<file path="src/rtl/univ_shift_reg_pkg.sv">
// Shared definitions for the universal shift register: mode encodings and
// the counter-width helper used by the top, the interface and the framing counter.
package univ_shift_reg_pkg;

    localparam logic [2:0] MODE_HOLD = 3'b000;
    localparam logic [2:0] MODE_SHL  = 3'b001;
    localparam logic [2:0] MODE_SHR  = 3'b010;
    localparam logic [2:0] MODE_LOAD = 3'b011;
    localparam logic [2:0] MODE_ROL  = 3'b100;
    localparam logic [2:0] MODE_ROR  = 3'b101;

    // Never returns 0, so a WIDTH=2 register still gets a one-bit counter.
    function automatic int cnt_width(input int w);
        return (w <= 2) ? 1 : $clog2(w);
    endfunction

endpackage

</file>
<file path="src/rtl/univ_shift_reg_if.sv">
// Control/data bundle between a serial source or controller (master) and the
// shift register (slave). cnt exposes the framing position for status readback.
interface univ_shift_reg_if
    import univ_shift_reg_pkg::*;
#(
    parameter int WIDTH = 8
) ();

    localparam int CNT_W = cnt_width(WIDTH);

    logic             en;
    logic             clr;
    logic [2:0]       mode;
    logic             din;
    logic [WIDTH-1:0] pdin;
    logic [WIDTH-1:0] q;
    logic             so_msb;
    logic             so_lsb;
    logic             word_valid;
    logic [CNT_W-1:0] cnt;

    modport master (
        output en, clr, mode, din, pdin,
        input  q, so_msb, so_lsb, word_valid, cnt
    );

    modport slave (
        input  en, clr, mode, din, pdin,
        output q, so_msb, so_lsb, word_valid, cnt
    );

endinterface

</file>
<file path="src/rtl/univ_shift_reg_shift_word_counter.sv">
// Serial framing counter: counts shift strobes and pulses word_valid on the
// edge that completes a WIDTH-bit word. A load strobe discards a partial word.
module shift_word_counter
    import univ_shift_reg_pkg::*;
#(
    parameter int WIDTH = 8,
    localparam int CNT_W = cnt_width(WIDTH)
) (
    input  logic             clk,
    input  logic             rs,
    input  logic             clr,
    input  logic             shift_stb,
    input  logic             load_stb,
    output logic [CNT_W-1:0] cnt,
    output logic             word_valid
);

    localparam logic [CNT_W-1:0] CNT_LAST = CNT_W'(WIDTH - 1);

    always_ff @(posedge clk) begin
        if (!rs) begin
            cnt        <= '0;
            word_valid <= 1'b0;
        end else if (clr) begin
            cnt        <= '0;
            word_valid <= 1'b0;
        end else begin
            word_valid <= 1'b0;
            if (load_stb) begin
                cnt <= '0;
            end else if (shift_stb) begin
                // Explicit wrap keeps non-power-of-two widths framed correctly.
                if (cnt == CNT_LAST) begin
                    cnt        <= '0;
                    word_valid <= 1'b1;
                end else begin
                    cnt <= cnt + CNT_W'(1);
                end
            end
        end
    end

endmodule

</file>
<file path="src/rtl/univ_shift_reg.sv">
// Parametrised universal shift register: shift left/right, rotate, parallel
// load and serial word framing between serial sources and parallel consumers.
module univ_shift_reg
    import univ_shift_reg_pkg::*;
#(
    parameter int               WIDTH   = 8,
    parameter logic [WIDTH-1:0] RST_VAL = {WIDTH{1'b0}}
) (
    input logic                clk,
    input logic                rs,
    univ_shift_reg_if.slave    bus
);

    localparam int CNT_W = cnt_width(WIDTH);

    logic [WIDTH-1:0] q_r;
    logic [WIDTH-1:0] q_next;
    logic             shift_stb;
    logic             load_stb;
    logic [CNT_W-1:0] cnt;
    logic             word_valid;

    always_comb begin
        q_next = q_r;
        unique case (bus.mode)
            MODE_SHL:  q_next = {q_r[WIDTH-2:0], bus.din};
            MODE_SHR:  q_next = {bus.din, q_r[WIDTH-1:1]};
            MODE_LOAD: q_next = bus.pdin;
            MODE_ROL:  q_next = {q_r[WIDTH-2:0], q_r[WIDTH-1]};
            MODE_ROR:  q_next = {q_r[0], q_r[WIDTH-1:1]};
            default:   q_next = q_r;
        endcase
    end

    always_ff @(posedge clk) begin
        if (!rs) begin
            q_r <= RST_VAL;
        end else if (bus.clr) begin
            q_r <= RST_VAL;
        end else if (bus.en) begin
            q_r <= q_next;
        end
    end

    assign shift_stb = bus.en && ((bus.mode == MODE_SHL) || (bus.mode == MODE_SHR));
    assign load_stb  = bus.en && (bus.mode == MODE_LOAD);

    shift_word_counter #(
        .WIDTH (WIDTH)
    ) u_counter (
        .clk        (clk),
        .rs         (rs),
        .clr        (bus.clr),
        .shift_stb  (shift_stb),
        .load_stb   (load_stb),
        .cnt        (cnt),
        .word_valid (word_valid)
    );

    assign bus.q          = q_r;
    assign bus.so_msb     = q_r[WIDTH-1];
    assign bus.so_lsb     = q_r[0];
    assign bus.word_valid = word_valid;
    assign bus.cnt        = cnt;

endmodule

</file>
<file path="src/flat_wrapper.sv">
// flat-port wrapper written by rule: the top's interface ports become plain ports
module univ_shift_reg_flat import univ_shift_reg_pkg::*;
#(
    parameter int               WIDTH   = 8,
    parameter logic [WIDTH-1:0] RST_VAL = {WIDTH{1'b0}}
)
  (clk, rs, bus_en, bus_clr, bus_mode, bus_din, bus_pdin, bus_q, bus_so_msb, bus_so_lsb, bus_word_valid, bus_cnt);
  univ_shift_reg_if #(.WIDTH(WIDTH)) bus_i ();
  input logic clk;
  input logic rs;
  input wire logic [$bits(bus_i.en)-1:0] bus_en;
  input wire logic [$bits(bus_i.clr)-1:0] bus_clr;
  input wire logic [$bits(bus_i.mode)-1:0] bus_mode;
  input wire logic [$bits(bus_i.din)-1:0] bus_din;
  input wire logic [$bits(bus_i.pdin)-1:0] bus_pdin;
  output wire logic [$bits(bus_i.q)-1:0] bus_q;
  output wire logic [$bits(bus_i.so_msb)-1:0] bus_so_msb;
  output wire logic [$bits(bus_i.so_lsb)-1:0] bus_so_lsb;
  output wire logic [$bits(bus_i.word_valid)-1:0] bus_word_valid;
  output wire logic [$bits(bus_i.cnt)-1:0] bus_cnt;
  assign bus_i.en = bus_en;
  assign bus_i.clr = bus_clr;
  assign bus_i.mode = bus_mode;
  assign bus_i.din = bus_din;
  assign bus_i.pdin = bus_pdin;
  assign bus_q = bus_i.q;
  assign bus_so_msb = bus_i.so_msb;
  assign bus_so_lsb = bus_i.so_lsb;
  assign bus_word_valid = bus_i.word_valid;
  assign bus_cnt = bus_i.cnt;
  univ_shift_reg #(.WIDTH(WIDTH), .RST_VAL(RST_VAL)) u_core (.clk(clk), .rs(rs), .bus(bus_i));
endmodule
</file>
<file path="config.mk">
export PLATFORM = sky130hd
export DESIGN_NAME = univ_shift_reg_flat
export DESIGN_NICKNAME = d
export VERILOG_FILES = /design/src/rtl/univ_shift_reg_pkg.sv /design/src/rtl/univ_shift_reg_if.sv /design/src/rtl/univ_shift_reg_shift_word_counter.sv /design/src/rtl/univ_shift_reg.sv /design/src/flat_wrapper.sv
export SDC_FILE = /design/constraint.sdc
export NUM_CORES = 1
export LEC_CHECK = 0
export BUFFER_PORTS_ARGS = -buffer_cell sky130_fd_sc_hd__buf_2
export CAP_MARGIN = 20
export CORE_UTILIZATION = 30
export CTS_CLUSTER_SIZE = 14
export DETAILED_ROUTE_END_ITERATION = 16
export GPL_TIMING_DRIVEN = 0
export MAX_ROUTING_LAYER = met4
export PLACE_DENSITY_LB_ADDON = 0.05
export RECOVER_POWER = 50
export SKIP_CTS_REPAIR_TIMING = 1
export SYNTH_ARGS = -nofsm -noshare
export SYNTH_HDL_FRONTEND = slang
export SYNTH_SLANG_ARGS = --single-unit
</file>
<file path="constraint.sdc">
create_clock -name clk -period 2.3 [get_ports clk]
set_clock_uncertainty 0.1 [all_clocks]
set_input_delay 0.46 -clock clk [delete_from_list [all_inputs] [get_ports clk]]
set_output_delay 0.46 -clock clk [all_outputs]
set_load 0.05 [all_outputs]
</file>
==> summary.md, run 1 <==
| Metric | Value |
|---|---|
| Run status | `finished, final reports clean` |
| Final setup viols | `0` |
| Net count after synthesis | `119` |
| Combinational share of power | `0.239` |
| H-Tree Depth | `1` |
| Die W | `52.8 um` |
| Leakage power | `0.000446 uW` |
| Post-route design area | `972 sq um` |
| Seq cells post-synth | `12` |
| Library cells used by synthesis | `27` |
| RSZ-0062 raised after global routing | `no` |
| Die Span Y | `52.8 um` |
| Placed cell area | `952 sq um` |
| Final worst path period need | `1730 ps` |
| Crit. End Element | `register` |
| Clock-pin slew on the worst setup and hold paths | `70 ps` |
| CORE AREA | `0.00245 sq mm` |
| Startpoint types | `primary input` |
| Filler Cell Count | `271` |
| Nets | `152` |
| Final hold slack | `414 ps` |
| Total GRT Usage | `0.169` |
| Cells after synthesis | `101` |
| Most frequent cells in the layout | `buf_2 (21), a21oi_1 (18), o21ai_0 (13)` |
| Max cap viols | `0` |
| WP data arrival | `1830 ps` |
| TritonCTS buffer count | `3` |
| Mapped cell area | `774 sq um` |
| Placed cells | `159` |
| CTS tree | `done` |
| Worst Path Required | `2400 ps` |
| Avg Inst Size Synth | `7.67 sq um` |
| Fraction of layout cells with a size suffix above 1 | `0.233` |
| Post-DP HPWL | `1490 um` |
| Initial antenna violation count | `0` |
| Initial drt markers | `24` |
| Post-Layout Cell Count | `163` |
| CTS Buffer Depth | `2` |
| Yosys warns | `0` |
| Pre-antenna DRT Iters | `4` |
| P_sw | `160 uW` |
| Clk pwr share | `0.334` |
| ANT cells | `0` |
| Root buf cell | `clkbuf_4` |
| Starting Density | `0.315` |
| Via/cell ratio | `5.13` |
| Setup_tns | `0 ps` |
| Pwr/cell area | `528 mW/mm^2` |
| Drt total wl | `2110 um` |
| Commonest non-fill, non-tap cell in the layout | `buf_2` |
| Fmax | `578 MHz` |
| Die area | `0.00279 sq mm` |
| Critical path class | `primary input to register` |
| Port Buffers | `28` |
| Routed vias | `837` |
| Register share of total power | `0.427` |
| Worst slew pin tran | `723 ps` |
| Vias in the first global route | `716` |
| ANT nets after route | `0` |
| Sequential share of the synthesized area | `0.310` |
| Area Growth Syn to Fin | `25.5%` |
| Rows | `18` |
| Clock Latency Late Sink | `280 ps` |
| Crit path max fanout | `10` |
| Gp weighted congestion | `0.770` |
| Hold Crit Class | `primary input to register` |
| Routed len/inst | `12.9 um` |
| Slew HR | `0.518` |
| Fin. Hold Viols | `0` |
| Peak supply drop | `0.000330 V` |
| CTS Sinks | `12` |
| GRT overflow | `0` |
| Number of remaining DRC errors | `0` |
| Top-Level Pins | `30` |
| Int Power | `353 uW` |
| Fin crit share | `0.753` |
| First-pass GRT wire length | `3340 um` |
| Switching Fraction | `0.312` |
| Slew Limit Fails | `0` |
| Largest net degree at the start of global routing | `11` |
per-layer routing:
| metal | up-vias | routed length (um) | track usage |
|---|---|---|---|
| met3 | 2 | 133 | 0.0348 |
| met2 | 34 | 831 | 0.219 |
| met4 | 0 | 13 | 0.0658 |
| li1 | 425 | - | - |
| met5 | - | 0 | - |
| met1 | 376 | 1130 | 0.249 |
sequential cells by signal, indices dropped and copies added (netlist names):
| name | count |
|---|---|
| u_core.bus.q | 8 |
| u_core.u_counter.cnt | 3 |
| u_core.u_counter.word_valid | 1 |
metrics by stage:
stage / setup WS (ps) / total power [uW] / util
after floorplan: 770 / 310 / -
after global placement: 508 / 348 / 0.388
after detailed placement: 486 / 348 / 0.388
after CTS: 661 / 520 / 0.403
after global routing: 458 / 544 / 0.396
final: 569 / 514 / 0.396
final timing paths:
| check | startpoint | endpoint | slack (ps) | depth (start not counted) |
|---|---|---|---|---|
| setup / recovery | bus_mode[1] | u_core.bus.q[0] | 570 | 6 |
| hold / removal | bus_en | u_core.bus.q[1] | 410 | 2 |
| hold reg to reg | u_core.bus.q[0] | u_core.bus.q[0] | 440 | 2 |
| setup reg to reg | u_core.u_counter.cnt[0] | u_core.u_counter.cnt[2] | 1090 | 4 |
cells by family after synthesis:
group / after synthesis / synth area share
compound gates: 48 / 0.383
buf+inv: 9 / 0.0630
fa+ha+maj: 2 / 0.0323
flops: 12 / 0.310
mux: 4 / 0.0533
simple gates: 26 / 0.158
power by group through the flow:
| stage | Combinational, uW | Clock (uW) | Sequential, uW |
|---|---|---|---|
| 6_report | 123 | 172 | 219 |
| 3_5_place_dp | 124 | 0 | 224 |
| 5_1_grt | 133 | 190 | 220 |
| 2_1_floorplan | 67.7 | 0 | 243 |
| 3_3_place_gp | 124 | 0 | 224 |
| 4_1_cts | 124 | 176 | 219 |
cells in the mapped netlist:
cell / number / area (sq um)
nor2_1: 6 / 22.5
nor3b_1: 2 / 15.0
a21oi_1: 17 / 85.1
dfxtp_1: 12 / 240
buf_4: 3 / 22.5
mux2_2: 1 / 11.3
a22o_1: 1 / 8.76
a21oi_2: 2 / 17.5
clkbuf_1: 1 / 3.75
mux2i_1: 3 / 30.0
o211a_1: 1 / 10.0
o21bai_1: 1 / 7.51
nand2b_1: 4 / 25.0
o32ai_1: 1 / 8.76
o21ai_0: 13 / 65.1
nor2b_1: 3 / 18.8
a21bo_2: 1 / 10.0
o211ai_1: 1 / 7.51
nand2_1: 11 / 41.3
a21o_1: 6 / 45.0
o22a_1: 1 / 8.76
a31oi_1: 1 / 6.26
o2111ai_1: 1 / 8.76
inv_1: 2 / 7.51
ha_1: 2 / 25.0
buf_2: 3 / 15.0
a21boi_1: 1 / 7.51
final cells by class:
class | count | area, sq um | area share
clock buffer | 4 | 36.3 | 0.0373
sequential | 12 | 240 | 0.247
buffer | 7 | 41.3 | 0.0425
multi-input combinational | 80 | 482 | 0.495
timing repair buffer | 28 | 128 | 0.131
inverter | 2 | 7.51 | 0.00772
tap | 30 | 37.5 | 0.0386
worst max-delay path, stage by stage:
cell      delay [ps]
buf_2            100
buf_4            160
a21bo_2          190
a21oi_1          560
o211ai_1         180
a21boi_1         170
Power figures use the tool's default switching activity.
==> run 2, diff against run 1 <==
==> constraint.sdc (replaced) <==
create_clock -name clk -period 1.7 [get_ports clk]
set_clock_uncertainty 0.1 [all_clocks]
set_input_delay 0.34 -clock clk [delete_from_list [all_inputs] [get_ports clk]]
set_output_delay 0.34 -clock clk [all_outputs]
set_load 0.05 [all_outputs]
==> run 2 against run 1 <==
Final cell count is the same. Sequential power rose by 36%. First-iteration DRC count is 21% higher. Worst setup slack got worse by 420 ps. Clock power rose by 35%. Die area is the same. Wire length shrank 0.95%. Flip-flop and latch count unchanged. Utilization up 0.51 points. Register-to-register slack worse by 600 ps. Design area is 1.3% higher. Global-route usage unchanged. Largest cell class unchanged.
==> summary.md, run 2 (synthesis gave the netlist of run 1 again) <==
| Metric | Value |
|---|---|
| Run status | `finished, final reports clean (unchanged)` |
| Commonest non-fill, non-tap cell in the layout | `buf_2 (unchanged)` |
| Max stage delay on crit path | `480 ps (was 560 ps)` |
| CP delay by family, top | `buffers and inverters (was compound AO/OA/AOI/OAI gates)` |
| Drt total wl | `2090 um (was 2110 um)` |
| ANT cells | `0 (unchanged)` |
| Hold Crit Class | `primary input to register (unchanged)` |
| Startpoint types | `register (was primary input)` |
| TritonCTS buffer count | `3 (unchanged)` |
| Number of remaining DRC errors | `0 (unchanged)` |
| Worst Path Required | `1260 ps (was 2400 ps)` |
| Fin crit share | `0.910` |
| Filler Cell Count | `266 (was 271)` |
| Max cap viols | `0 (unchanged)` |
| Fraction of layout cells with a size suffix above 1 | `0.293 (was 0.233)` |
| Vias in the first global route | `716 (unchanged)` |
| CP max stage cell | `clkbuf_1 (was a21oi_1)` |
| Fin. Hold Viols | `0 (unchanged)` |
| Worst slew pin tran | `595 ps (was 723 ps)` |
| CTS tree | `done (unchanged)` |
| Routed len/inst | `12.8 um (was 12.9 um)` |
| Final setup viols | `0 (unchanged)` |
| Clock Latency Late Sink | `280 ps (about the same)` |
| Switching Fraction | `0.312 (about the same)` |
| Port Buffers | `28 (unchanged)` |
| Gp weighted congestion | `0.770 (unchanged)` |
| Root buf cell | `clkbuf_4 (unchanged)` |
| Peak supply drop | `0.000447 V (was 0.000330 V)` |
| CTS Buffer Depth | `2 (unchanged)` |
| Pwr/cell area | `707 mW/mm^2 (was 528 mW/mm^2)` |
| Area Growth Syn to Fin | `27.1% (was 25.5%)` |
| Total GRT Usage | `0.169 (unchanged)` |
| Setup_tns | `0 ps (unchanged)` |
| Combinational share of power | `0.241 (was 0.239)` |
| Initial antenna violation count | `0 (unchanged)` |
| Slew Limit Fails | `0 (unchanged)` |
| First-pass GRT wire length | `3340 um (unchanged)` |
| Final worst path period need | `1550 ps` |
| Fmax | `646 MHz` |
| Largest net degree at the start of global routing | `11 (unchanged)` |
| Final Power | `696 uW (was 514 uW)` |
| CORE AREA | `0.00245 sq mm (unchanged)` |
| Clk pwr share | `0.333 (was 0.334)` |
| Nets | `152 (unchanged)` |
| CTS Sinks | `12 (unchanged)` |
| Die Span Y | `52.8 um (unchanged)` |
| Crit path max fanout | `3 (was 10)` |
| H-Tree Depth | `1 (unchanged)` |
| Register share of total power | `0.426 (was 0.427)` |
| ANT nets after route | `0 (unchanged)` |
| Int Power | `479 uW (was 353 uW)` |
| Routed vias | `823 (was 837)` |
| Die W | `52.8 um (unchanged)` |
| Initial drt markers | `29 (was 24)` |
| Pre-antenna DRT Iters | `4 (unchanged)` |
| Largest register FFs | `8 (unchanged)` |
| Most frequent cells in the layout | `buf_2 (20), a21oi_1 (17), o21ai_0 (13) (was buf_2 (21), a21oi_1 (18), o21ai_0 (13))` |
| Buf/Inv on CP | `1 (was 2)` |
| Slew HR | `0.602 (was 0.518)` |
| Die area | `0.00279 sq mm (unchanged)` |
| Critical path class | `register to output port (was primary input to register)` |
| Leakage power | `0.000470 uW (was 0.000446 uW)` |
| WP data arrival | `1110 ps (was 1830 ps)` |
| Post-DP HPWL | `1490 um (unchanged)` |
| RSZ-0062 raised after global routing | `no (unchanged)` |
| Crit. End Element | `output port (was register)` |
| Rows | `18 (unchanged)` |
| Cell Chain, Critical Path | `clkbuf_1 (was buf_2 > buf_4 > a21bo_2 > a21oi_1 > o211ai_1 > a21boi_1)` |
| Top-Level Pins | `30 (unchanged)` |
| Clock-pin slew on the worst setup and hold paths | `70 ps (about the same)` |
| P_sw | `217 uW (was 160 uW)` |
| GRT overflow | `0 (unchanged)` |
| Starting Density | `0.315 (unchanged)` |
| Via/cell ratio | `5.05 (was 5.13)` |
## run 2: metrics by stage
step	hold WS, ps	instances	setup slack (ps)	utilization	cell area, sq um
after floorplan	340	101	216	-	774
after global placement	407	159	28.4	0.388	952
after detailed placement	421	159	6.15	0.388	952
after CTS	276	163	181	0.403	988
after global routing	287	163	106	0.401	985
final	303	163	152	0.401	985
## run 2: power groups by stage
stage	registers, uW	clock network (uW)	logic (uW)
floorplan	329	0	91.5
global placement	303	0	168
detailed placement	303	0	168
CTS	296	238	168
global route	298	257	183
finish	297	232	168
## run 2: worst paths after layout
path                        endpoint                     from  depth (start not counted)  slack [ps]
max                       bus_cnt[2]  u_core.u_counter.cnt[2]                          1         150
min                  u_core.bus.q[1]                   bus_en                          2         300
max reg2reg  u_core.u_counter.cnt[2]  u_core.u_counter.cnt[0]                          4         490
min reg2reg          u_core.bus.q[0]          u_core.bus.q[0]                          2         430
## run 2: final cells by class
class / count / area (sq um) / area share
Buffer: 7 / 40.0 / 0.0407
Clock buffer: 4 / 36.3 / 0.0368
Multi-Input combinational cell: 80 / 485 / 0.493
Timing Repair Buffer: 28 / 138 / 0.140
Tap cell: 30 / 37.5 / 0.0381
Sequential cell: 12 / 240 / 0.244
Inverter: 2 / 7.51 / 0.00762
## run 2: routing by layer
layer | track usage | wire length (um) | vias to the layer above | share of wire
met5 | - | 0 | - | 0
met4 | 0.0658 | 13 | 0 | 0.0062
met3 | 0.0348 | 126 | 2 | 0.060
met2 | 0.219 | 823 | 26 | 0.39
met1 | 0.249 | 1120 | 368 | 0.54
li1 | - | - | 427 | -
==> run 3, diff against run 2 <==
--- a/config.mk
+++ b/config.mk
@@ -7,6 +7,7 @@
 export LEC_CHECK = 0
 export BUFFER_PORTS_ARGS = -buffer_cell sky130_fd_sc_hd__buf_2
 export CAP_MARGIN = 20
+export CORE_ASPECT_RATIO = 1.1
 export CORE_UTILIZATION = 30
 export CTS_CLUSTER_SIZE = 14
 export DETAILED_ROUTE_END_ITERATION = 16
==> run 3 against run 2 <==
Global-route usage fell by 0.40 points. Count of clock-buffer cells in the layout did not move. Non-clock buffer count did not move. Design area fell by 0.13%. Largest cell class unchanged. First-iteration DRC count fell by 59%. Final cell count did not move. Wire length fell by 0.86%.
==> summary.md, run 3 (synthesis gave the netlist of run 1 again) <==
| Metric | Value |
|---|---|
| R2r endpoint | `u_core.u_counter.cnt[2] (unchanged)` |
| Post-place setup slack | `-6.14 ps (was 6.15 ps)` |
| RR Startpoint | `u_core.u_counter.cnt[0] (unchanged)` |
| Fin. Hold Viols | `0 (unchanged)` |
| Largest register FFs | `8 (unchanged)` |
| CP max stage cell | `clkbuf_1 (unchanged)` |
| Routed vias | `830 (was 823)` |
| Initial antenna violation count | `0 (unchanged)` |
| Max stage delay on crit path | `480 ps (about the same)` |
| Fraction of layout cells with a size suffix above 1 | `0.286 (was 0.293)` |
| Vias in the first global route | `782 (was 716)` |
| Crit path max fanout | `4 (was 3)` |
| Nets | `152 (unchanged)` |
| Pwr/cell area | `707 mW/mm^2 (about the same)` |
| Startpoint types | `register (unchanged)` |
| Initial drt markers | `12 (was 29)` |
| Critical path class | `register to output port (unchanged)` |
| ANT nets after route | `0 (unchanged)` |
| Die area | `0.00279 sq mm (about the same)` |
| Hold_sp | `bus_en (unchanged)` |
| Root buf cell | `clkbuf_4 (unchanged)` |
| Worst Slack Setup Final | `132 ps (was 152 ps)` |
| WP data arrival | `1130 ps (was 1110 ps)` |
| Run status | `finished, final reports clean (unchanged)` |
| Switching Fraction | `0.310 (was 0.312)` |
| GRT overflow | `0 (unchanged)` |
| Peak supply drop | `0.000470 V (was 0.000447 V)` |
| Top-Level Pins | `30 (unchanged)` |
| Setup_tns | `0 ps (unchanged)` |
| CTS tree | `done (unchanged)` |
| Hold Crit Depth | `2 (unchanged)` |
| Cells on worst reg2reg path | `4 (unchanged)` |
| WHS Endpoint | `u_core.bus.q[1] (unchanged)` |
| Clock Latency Late Sink | `280 ps (about the same)` |
| CORE AREA | `0.00234 sq mm (was 0.00245 sq mm)` |
| TritonCTS buffer count | `3 (unchanged)` |
| Most frequent cells in the layout | `buf_2 (19), a21oi_1 (17), o21ai_0 (13) (was buf_2 (20), a21oi_1 (17), o21ai_0 (13))` |
| CTS Sinks | `12 (unchanged)` |
| Slew Limit Fails | `0 (unchanged)` |
| CTS Buffer Depth | `2 (unchanged)` |
| Buf/Inv on CP | `1 (unchanged)` |
| Post-DP HPWL | `1500 um (was 1490 um)` |
| Rows | `18 (unchanged)` |
| Via/cell ratio | `5.09 (was 5.05)` |
| CP delay by family, top | `buffers and inverters (unchanged)` |
| Fmax | `638 MHz (was 646 MHz)` |
| Worst Setup SP | `u_core.bus.q[3] (was u_core.u_counter.cnt[2])` |
| Die Span Y | `55.3 um (was 52.8 um)` |
| Pre-antenna DRT Iters | `4 (unchanged)` |
| Commonest non-fill, non-tap cell in the layout | `buf_2 (unchanged)` |
| Drt total wl | `2070 um (was 2090 um)` |
| Fin util | `0.420 (was 0.401)` |
| Starting Density | `0.331 (was 0.315)` |
| Grt met1 use | `0.230 (was 0.249)` |
| Gp weighted congestion | `0.777 (was 0.770)` |
| Worst Path Required | `1260 ps (about the same)` |
| ANT cells | `0 (unchanged)` |
| Area Growth Syn to Fin | `27.0% (was 27.1%)` |
| Clk pwr share | `0.334 (was 0.333)` |
| RSZ-0062 raised after global routing | `no (unchanged)` |
| Final worst path period need | `1570 ps (was 1550 ps)` |
| Die W | `50.4 um (was 52.8 um)` |
| P_sw | `216 uW (was 217 uW)` |
| Crit. End Element | `output port (unchanged)` |
| FF-to-FF setup slack | `490 ps (about the same)` |
| Routed len/inst | `12.7 um (was 12.8 um)` |
| Leakage power | `0.000466 uW (was 0.000470 uW)` |
| Hold Crit Class | `primary input to register (unchanged)` |
| Port Buffers | `28 (unchanged)` |
| Grt met3 use | `0.0331 (was 0.0348)` |
| Met2 usage | `0.234 (was 0.219)` |
| Final setup viols | `0 (unchanged)` |
| Final Power | `695 uW (was 696 uW)` |
| First-pass GRT wire length | `3490 um (was 3340 um)` |
| Combinational share of power | `0.239 (was 0.241)` |
| H-Tree Depth | `1 (unchanged)` |
| Filler Cell Count | `273 (was 266)` |
| Worst slew pin tran | `616 ps (was 595 ps)` |
| Largest net degree at the start of global routing | `11 (unchanged)` |
| Int Power | `479 uW (about the same)` |
| Clock-pin slew on the worst setup and hold paths | `80 ps (was 70 ps)` |
| Fin crit share | `0.922 (was 0.910)` |
| Total GRT Usage | `0.165 (was 0.169)` |
| Cell Chain, Critical Path | `clkbuf_1 (unchanged)` |
| Register share of total power | `0.427 (was 0.426)` |
| GRT busiest layer | `met2 (was met1)` |
| Slew HR | `0.589 (was 0.602)` |
| Max cap viols | `0 (unchanged)` |
| Number of remaining DRC errors | `0 (unchanged)` |
## run 3: changes by cell type in the layout (fill, tap and decap cells not counted)
cell,delta
buf_2,-1
clkbuf_1,+1
## run 3: power by group through the flow
| stage | sequential (uW) | combinational (uW) | clock (uW) |
|---|---|---|---|
| 3_5_place_dp | 303 | 167 | 0 |
| 6_report | 297 | 166 | 232 |
| 3_3_place_gp | 303 | 167 | 0 |
| 5_1_grt | 298 | 183 | 255 |
| 4_1_cts | 297 | 168 | 238 |
| 2_1_floorplan | 329 | 91.5 | 0 |
## run 3: cell type report
type                       count  area (sq um)  share of cell area
clock buffer                   4          36.3              0.0369
sequential                    12           240               0.244
inverter                       2          7.51             0.00763
timing repair buffer          28           136               0.139
buffer                         7          40.0              0.0407
tap                           30          37.5              0.0382
multi-input combinational     80           485               0.494
## run 3: worst max-delay path by stage
| stage | end | cells after the start |
|---|---|---|
| 2_1_floorplan | u_core.u_counter.cnt[2] | 4 |
| 3_3_place_gp | u_core.bus.q[0] | 5 |
| 3_5_place_dp | u_core.bus.q[0] | 5 |
| 4_1_cts | bus_q[0] | 2 |
| 5_1_grt | bus_cnt[1] | 1 |
| 6_report | bus_q[3] | 1 |
## run 3: per-stage QoR
step,instance area [sq um],hold slack (ps),instances
finish,983,279,163
detailed placement,952,426,159
CTS,988,268,163
global route,983,289,163
global placement,952,413,159
floorplan,774,340,101
## run 3: routing by layer
layer | vias up | wire length, um | part of all wire
li1 | 425 | - | -
met3 | 4 | 123 | 0.059
met2 | 26 | 920 | 0.44
met1 | 375 | 1000 | 0.48
met4 | 0 | 23 | 0.011
met5 | - | 0 | 0
